## src/rtl/pipe_pkg.sv

```systemverilog
// pipe_pkg: shared constants, the per-stage header struct and the
// saturating helpers used by the pipeline register chain.
package pipe_pkg;

    localparam logic [31:0] RESET_PC = 32'h0000_3000;
    localparam logic [31:0] EXC_PC   = 32'h0000_4180;
    localparam logic [4:0]  INT_CODE = 5'd0;

    // Fixed-width fields of one stage. Tnew and the payload have
    // per-instance widths, so they travel next to this struct as plain
    // vectors sized by the module parameters.
    typedef struct packed {
        logic        valid;
        logic [31:0] pc;
        logic        bd;
        logic [4:0]  exc;
    } stage_hdr_t;

    // Tnew ageing: count down by one, never wrapping below zero.
    function automatic logic [31:0] satDec(input logic [31:0] value);
        return (value == 32'd0) ? 32'd0 : (value - 32'd1);
    endfunction

    // Performance counters stick at all-ones instead of wrapping.
    function automatic logic [31:0] satInc(input logic [31:0] value);
        return (value == 32'hFFFF_FFFF) ? value : (value + 32'd1);
    endfunction

endpackage

```

## src/rtl/pipe_stage.sv

```systemverilog
// pipe_stage: one inter-stage register of the chain. It applies the
// priority reset > flush > hold > bubble > advance to a single stage.
module pipe_stage
    import pipe_pkg::*;
#(
    parameter int TNEW_W = 8,
    parameter int DATA_W = 96
) (
    input  logic              clk,
    input  logic              reset,
    input  logic              i_flush,
    input  logic              i_hold,
    input  logic              i_bubble,
    input  stage_hdr_t        i_src_hdr,
    input  logic [TNEW_W-1:0] i_src_tnew,
    input  logic [DATA_W-1:0] i_src_data,
    output stage_hdr_t        o_hdr,
    output logic [TNEW_W-1:0] o_tnew,
    output logic [DATA_W-1:0] o_data
);

    stage_hdr_t        r_hdr;
    logic [TNEW_W-1:0] r_tnew;
    logic [DATA_W-1:0] r_data;
    logic [TNEW_W-1:0] w_tnewAged;

    assign w_tnewAged = TNEW_W'(satDec(32'(i_src_tnew)));

    // Stage register; a bubble keeps pc/bd so EPC and BD stay right for an empty slot.
    always_ff @(posedge clk) begin
        if (!reset) begin
            r_hdr  <= '{valid: 1'b0, pc: RESET_PC, bd: 1'b0, exc: INT_CODE};
            r_tnew <= '0;
            r_data <= '0;
        end else if (i_flush) begin
            r_hdr  <= '{valid: 1'b0, pc: EXC_PC, bd: 1'b0, exc: INT_CODE};
            r_tnew <= '0;
            r_data <= '0;
        end else if (!i_hold) begin
            if (i_bubble) begin
                r_hdr  <= '{valid: 1'b0, pc: i_src_hdr.pc, bd: i_src_hdr.bd, exc: INT_CODE};
                r_tnew <= '0;
                r_data <= '0;
            end else begin
                r_hdr  <= i_src_hdr;
                r_tnew <= w_tnewAged;
                r_data <= i_src_data;
            end
        end
    end

    assign o_hdr  = r_hdr;
    assign o_tnew = r_tnew;
    assign o_data = r_data;

endmodule

```

## src/rtl/pipe_reg_chain.sv

```systemverilog
// pipe_reg_chain: DEPTH back-to-back pipeline registers with uniform
// stall, bubble, flush and Tnew ageing. Optional performance counters are
// built only when the macro PIPE_PERF_EN is defined.
module pipe_reg_chain
    import pipe_pkg::*;
#(
    parameter int DEPTH  = 2,
    parameter int DATA_W = 96,
    parameter int TNEW_W = 8
) (
    input  logic                     clk,
    input  logic                     reset,
    input  logic                     req,
    input  logic [DEPTH-1:0]         stall,
    input  logic [DEPTH-1:0]         clr,
    input  logic                     in_valid,
    input  logic [31:0]              in_pc,
    input  logic                     in_bd,
    input  logic [4:0]               in_exc,
    input  logic [TNEW_W-1:0]        in_tnew,
    input  logic [DATA_W-1:0]        in_data,
    output logic [DEPTH-1:0]         out_valid,
    output logic [32*DEPTH-1:0]      out_pc,
    output logic [DEPTH-1:0]         out_bd,
    output logic [5*DEPTH-1:0]       out_exc,
    output logic [TNEW_W*DEPTH-1:0]  out_tnew,
    output logic [DATA_W*DEPTH-1:0]  out_data,
    output logic [31:0]              stall_cnt,
    output logic [31:0]              bubble_cnt
);

    logic [DEPTH-1:0]  w_hold;
    logic [DEPTH-1:0]  w_bubble;
    stage_hdr_t        w_srcHdr   [DEPTH];
    logic [TNEW_W-1:0] w_srcTnew  [DEPTH];
    logic [DATA_W-1:0] w_srcData  [DEPTH];
    stage_hdr_t        w_stageHdr [DEPTH];
    logic [TNEW_W-1:0] w_stageTnew[DEPTH];
    logic [DATA_W-1:0] w_stageData[DEPTH];

    for (genvar k = 0; k < DEPTH; k++) begin : g_stage
        // A held stage forces every stage upstream of it to hold as well.
        assign w_hold[k] = |(stall >> k);

        if (k == 0) begin : g_head
            assign w_srcHdr[k]  = '{valid: in_valid, pc: in_pc, bd: in_bd, exc: in_exc};
            assign w_srcTnew[k] = in_tnew;
            assign w_srcData[k] = in_data;
            assign w_bubble[k]  = clr[k] | ~in_valid;
        end else begin : g_body
            assign w_srcHdr[k]  = w_stageHdr[k-1];
            assign w_srcTnew[k] = w_stageTnew[k-1];
            assign w_srcData[k] = w_stageData[k-1];
            assign w_bubble[k]  = clr[k] | (w_hold[k-1] & ~w_hold[k]);
        end

        pipe_stage #(
            .TNEW_W (TNEW_W),
            .DATA_W (DATA_W)
        ) u_stage (
            .clk        (clk),
            .reset      (reset),
            .i_flush    (req),
            .i_hold     (w_hold[k]),
            .i_bubble   (w_bubble[k]),
            .i_src_hdr  (w_srcHdr[k]),
            .i_src_tnew (w_srcTnew[k]),
            .i_src_data (w_srcData[k]),
            .o_hdr      (w_stageHdr[k]),
            .o_tnew     (w_stageTnew[k]),
            .o_data     (w_stageData[k])
        );

        assign out_valid[k]                 = w_stageHdr[k].valid;
        assign out_pc[32*k +: 32]           = w_stageHdr[k].pc;
        assign out_bd[k]                    = w_stageHdr[k].bd;
        assign out_exc[5*k +: 5]            = w_stageHdr[k].exc;
        assign out_tnew[TNEW_W*k +: TNEW_W] = w_stageTnew[k];
        assign out_data[DATA_W*k +: DATA_W] = w_stageData[k];
    end

`ifdef PIPE_PERF_EN
    logic [31:0]      r_stallCnt;
    logic [31:0]      r_bubbleCnt;
    logic [DEPTH-1:0] w_loadsBubble;

    assign w_loadsBubble = w_bubble & ~w_hold;

    // Saturating counts of held head cycles and of cycles in which any stage takes a bubble.
    always_ff @(posedge clk) begin
        if (!reset || req) begin
            r_stallCnt  <= '0;
            r_bubbleCnt <= '0;
        end else begin
            if (w_hold[0]) begin
                r_stallCnt <= satInc(r_stallCnt);
            end
            if (|w_loadsBubble) begin
                r_bubbleCnt <= satInc(r_bubbleCnt);
            end
        end
    end

    assign stall_cnt  = r_stallCnt;
    assign bubble_cnt = r_bubbleCnt;
`else
    assign stall_cnt  = '0;
    assign bubble_cnt = '0;
`endif

endmodule

```

## config.mk

```make
export PLATFORM = sky130hd
export DESIGN_NAME = pipe_reg_chain
export DESIGN_NICKNAME = d
export VERILOG_FILES = /design/src/rtl/pipe_pkg.sv /design/src/rtl/pipe_stage.sv /design/src/rtl/pipe_reg_chain.sv
export SDC_FILE = /design/constraint.sdc
export NUM_CORES = 1
export LEC_CHECK = 0
export ABC_AREA = 1
export ABC_CLOCK_PERIOD_IN_PS = 1210
export CAP_MARGIN = 20
export CORE_MARGIN = 8
export CORE_UTILIZATION = 25
export DETAILED_ROUTE_END_ITERATION = 16
export MAX_ROUTING_LAYER = met4
export PLACE_DENSITY = 0.65
export RECOVER_POWER = 100
export SLEW_MARGIN = 20
export SYNTH_ARGS = -nofsm -noshare
export SYNTH_HDL_FRONTEND = slang
export SYNTH_HIERARCHICAL = 1
export SYNTH_SLANG_ARGS = --single-unit
```

## constraint.sdc

```tcl
create_clock -name clk -period 1.21 [get_ports clk]
set_input_delay 0.1815 -clock clk [delete_from_list [all_inputs] [get_ports clk]]
set_output_delay 0.1815 -clock clk [all_outputs]
set_load 0.02 [all_outputs]
```

# Word-level counts from Yosys, hierarchy flattened
# Index checks and enable logic that the tools add are counted.
[totals]
memories = 0
ff_bits = 286
out_inout_bits = 350
ram_bits = 0
latch_bits = 0
word_cells = 40
mem_bits_ro = 0
[classes]
n_shift = 0
n_div = 0
mux = 12
n_mul = 0
add_sub_neg = 2
bitwise_logic = 6
n_reduce_logical = 4
order_cmp = 0
n_eq_ne = 2
[ops]
columns = ["op", "count"]
rows = [
  ["$mux 96", 2],
  ["$mux 21", 4],
  ["$mux 39", 2],
  ["$mux 8", 4],
  ["$logic_not 8->1", 2],
  ["$sub 8x1->8 const B", 2],
  ["$ne 2x2->1 const B", 2],
  ["$reduce_or 2->1", 2],
  ["$not 1->1", 3],
  ["$or 1x1->1", 2],
  ["$and 1x1->1", 1],
]

# Longest topological paths before layout
[depth]
ltp_word = 6
mapped_depth = 8

# Cells and area by module
# Netlist, hierarchy kept.
[modules_own_cells]
columns = ["mod", "seq_area_each_um2", "cells_per_inst", "instances", "area_each_um2"]
rows = [
  ["pipe_stage", 2862.7, 655, 2, 5649.2],
  ["pipe_reg_chain", 0.0, 72, 1, 513.0],
]

# Least setup slack after synthesis
# OpenSTA, ideal clock, no wires.
[synth_path]
kind = "reg-to-reg"
startpoint = "register g_stage[0].u_stage.r_tnew[0]"
endpoint = "register g_stage[1].u_stage.r_tnew[3]"
arrival_ps = 1222
slack_ps = -78
path_stages_with_launch = 8
synth_period_minus_slack_ps = 1288
path_cell_list = "dfxtp_1 inv_1 ha_1 nand3_1 nor2_1 nor2_4 nand3_1 a21oi_2"
[synth_between]
elab_chain_len = 3
elab_cells_between_ends = 4
[synth_rtl]
columns = ["item", "line_no", "rtl"]
rows = [
  ["from (decl)", "pipe_stage.sv:23", "logic [TNEW_W-1:0] r_tnew;"],
  ["from (signal assigned)", "pipe_stage.sv:46", "r_tnew <= w_tnewAged;"],
  ["$sub 8x1->8 / $logic_not 8->1 (equally long branches)", "pipe_pkg.sv:21", "return (value == 32'd0) ? 32'd0 : (value - 32'd1);"],
  ["$mux 8 *", "pipe_pkg.sv:21", ""],
  ["$mux 8 *", "pipe_stage.sv:40", "if (i_bubble) begin"],
  ["to (signal assigned)", "pipe_stage.sv:46", ""],
  ["to (decl)", "pipe_stage.sv:23", ""],
]
# Every way passes the cells marked *; elsewhere a longest branch is shown, timed or not.
# A chain may end at the register's enable or synchronous reset.

# Final worst setup path
[layout_path]
startpoint = "input port stall[0]"
endpoint = "register g_stage[0].u_stage.r_data[63]"
[layout_between]
elab_chain_len = 1
[layout_rtl]
columns = ["item", "line_no", "rtl"]
rows = [
  ["from (decl)", "pipe_reg_chain.sv:14", "input logic [DEPTH-1:0] stall,"],
  ["$reduce_or 2->1", "pipe_reg_chain.sv:43", "assign w_hold[k] = |(stall >> k);"],
  ["named net w_hold[0]", "pipe_reg_chain.sv:32", "logic [DEPTH-1:0] w_hold;"],
  ["to (signal assigned)", "pipe_stage.sv:47", "r_data <= i_src_data;"],
  ["to (decl)", "pipe_stage.sv:24", "logic [DATA_W-1:0] r_data;"],
]
# The timed path passes the listed nets, and every way through them passes these cells.

==> out/qor.csv <==
metric,value,unit
status,"finished, violations left",
failing checks,setup timing,
Net Sw Frac,24.2,%
drt total wl,46.4,mm
clk_skew,0.0154,ns
CTS Buf Count,34,
fmax,0.817,GHz
Met3 Routed Length,4.05,mm
CTS sink cnt,286,
die area,54500,um2
power density over the cells,1100,nW/um2
Worst EP arrival,1.68,ns
WS Path Type,input port to register,
"Reg clk slew, reported paths",0.06,ns
critical path's slowest cell,clkdlybuf4s50_1,
Synth Area per Inst,8.55,um2
CP required,1.67,ns
highest-count cells in the layout ignoring fill and taps,"nand2_1, buf_6, dfxtp_2, buf_4, a21oi_2",
PortBufs,435,
Clk pwr share,46.7,%
fill cell count,4525,
number of global-route vias before repair,11500,
Critical Path End Type,register,
Vias/cell,4.30,
Iter 0 DRT Violations,504,
CTS max path bufs,3,
die width,233,um
NetSw,5.35,mW
core outline area,46600,um2
"Hold-fix buffers, CTS",0,
setup slack after layout,-0.0139,ns
vias,11500,
Die Y,233,um
share of cells above drive strength 1,53.5,%
top routing layer used,met4,
TritonCTS clock tree,built,
Syn Inst Count,1382,
Tcrit/Tclk final,101,%
fin area,20100,um2
largest net degree at the start of global routing,70,
unrepaired setup endpoints after global routing,yes,
post-route ant nets,0,
initial antenna violation count,0,
P_leak,7.78,nW
global-route wire length before repair,66.6,mm
Yosys warning count,6,
Max VDD drop,1.08,mV
number of max-cap violations,0,
dpl cell area,17700,um2
gr ovfl total,0,
num rows,79,
DRC,0,
"most common cell after layout, fill and taps aside",nand2_1,
CTS H-tree lvls,2,
Synth cell types,22,
"Seq/Total Area, Yosys",48.5,%
final setup fails,14,
detailed-placement wirelength estimate,32.8,mm
dpl ws,-0.542,ns
placer congestion estimate,0.859,
sequential share of power,43.2,%
"Clk Latency, worst-skew pair",0.53,ns
Power Total,22.1,mW
"Slew Viols, Final",0,
Final min period,1.22,ns
Antenna Cells,0,
routed metal-1 wire length,18.8,mm
cell-by-cell trace of the critical path,clkdlybuf4s50_1 > or2_4 > nor2_4 > buf_2 > buf_6 > nand2_1 > a21oi_2,
initial core utilization,25.4,%
worst hold path class,input port to register,
WL met2,22.2,mm
drt wl/cell,17.4,um
max incr delay on CP,0.42,ns
DRT Pass-1 Iters,5,
Final Hold Vio Count,0,
Syn Std Cell Area,11800,um2
Layout area overhead,70.1,%
combinational share of power,10.2,%
Layout Nets,2187,
io pins,500,
"critical path fanouts, max",13,
Root Driver,clkbuf_16,
CP startpoint kind,input port,
gr usage total,15.9,%
synthesized flop and latch total,286,
Int Power,16.8,mW
per-layer routing:
metal / global-route usage, % / vias to the layer above
met5: - / -
met4: 5.24 / 0
met3: 5.59 / 79
met2: 25.9 / 408
met1: 18.2 / 5349
li1: - / 5615
metrics by stage:
stage                     utilization, %  hold slack [ns]  setup TNS [ns]  std cells
after floorplan                        -            0.324               0       1445
after global placement              38.1            0.450         -104.06       2515
after detailed placement            38.1            0.456         -110.10       2515
after CTS                           42.7           0.0373          -0.820       2614
after global routing                43.1           0.0739           -2.46       2663
final                               43.1           0.0835         -0.0628       2663
cells in the mapped netlist, drive strengths merged:
master  number  area share [%]
buf        148             9.7
conb         1           0.032
nand3       18            0.76
clkbuf       6            0.19
a221o        4            0.34
a21oi      288              20
nand2      569              18
o21ai        2           0.085
a21o         2            0.13
nor2        22            0.95
ha           4            0.42
or2          3            0.20
dfxtp      286              48
inv         25            0.79
nand4        2            0.11
xor2         2            0.15
state kept, by name, indices dropped and copies added, names as in the netlist:
name / flops
g_stage.u_stage/o_data: 192
g_stage.u_stage/o_hdr: 78
g_stage.u_stage/o_tnew: 16
cell families (layout without fill, tap and decap cells):
logic type      count (synthesis)  in the layout  share of synthesized area (%)
compound gates                296            296                           20.1
xor+xnor                        2              2                          0.148
fa+ha+maj                       4              4                          0.424
buf+inv                       179            790                           10.7
flops                         286            286                           48.5
other cells                     1             64                         0.0317
simple gates                  614            614                           20.1
cell type report:
class,count,area (um2),area share (%)
repair buffers,706,7070,35.2
well taps,607,759,3.78
multi-input cells,980,4940,24.6
clock inverters,10,106,0.529
clock buffers,49,1020,5.07
flip-flops and latches,286,6100,30.3
inverters,25,96.3,0.480
what timing repair did:
item                                    4_1_cts  5_1_grt
buffers inserted                             40       46
pin swaps                                     5        9
gates cloned                                  0        3
resized for setup                          1941       37
endpoints found under the setup margin      293      176
power groups by stage:
| stage | clock (mW) | sequential [mW] | combinational (mW) |
|---|---|---|---|
| floorplan | 0 | 9.86 | 1.10 |
| global placement | 0 | 9.76 | 2.19 |
| detailed placement | 0 | 9.76 | 2.20 |
| CTS | 10.6 | 9.57 | 2.26 |
| global route | 11.1 | 9.56 | 2.40 |
| finish | 10.3 | 9.56 | 2.25 |
path summary, 6_finish.rpt:
kind | startpoint | endpoint | slack (ns) | cells after the start
hold reg to reg | g_stage[1].u_stage/o_hdr[17] | g_stage[1].u_stage/o_hdr[17] | 0.47 | 2
setup / recovery | stall[0] | g_stage[0].u_stage/o_data[63] | -0.01 | 7
hold / removal | stall[1] | g_stage[1].u_stage/o_hdr[38] | 0.08 | 4
setup reg to reg | g_stage[0].u_stage/o_tnew[0] | g_stage[1].u_stage/o_tnew[7] | 0.01 | 7
critical path, delay by kind of cell:
kind / cells / cell delay, ns
buffers and inverters: 3 / 0.90
and+or+nand+nor: 3 / 0.48
AOI/OAI and AO/OA: 1 / 0.11
Power figures use the tool's default switching activity.
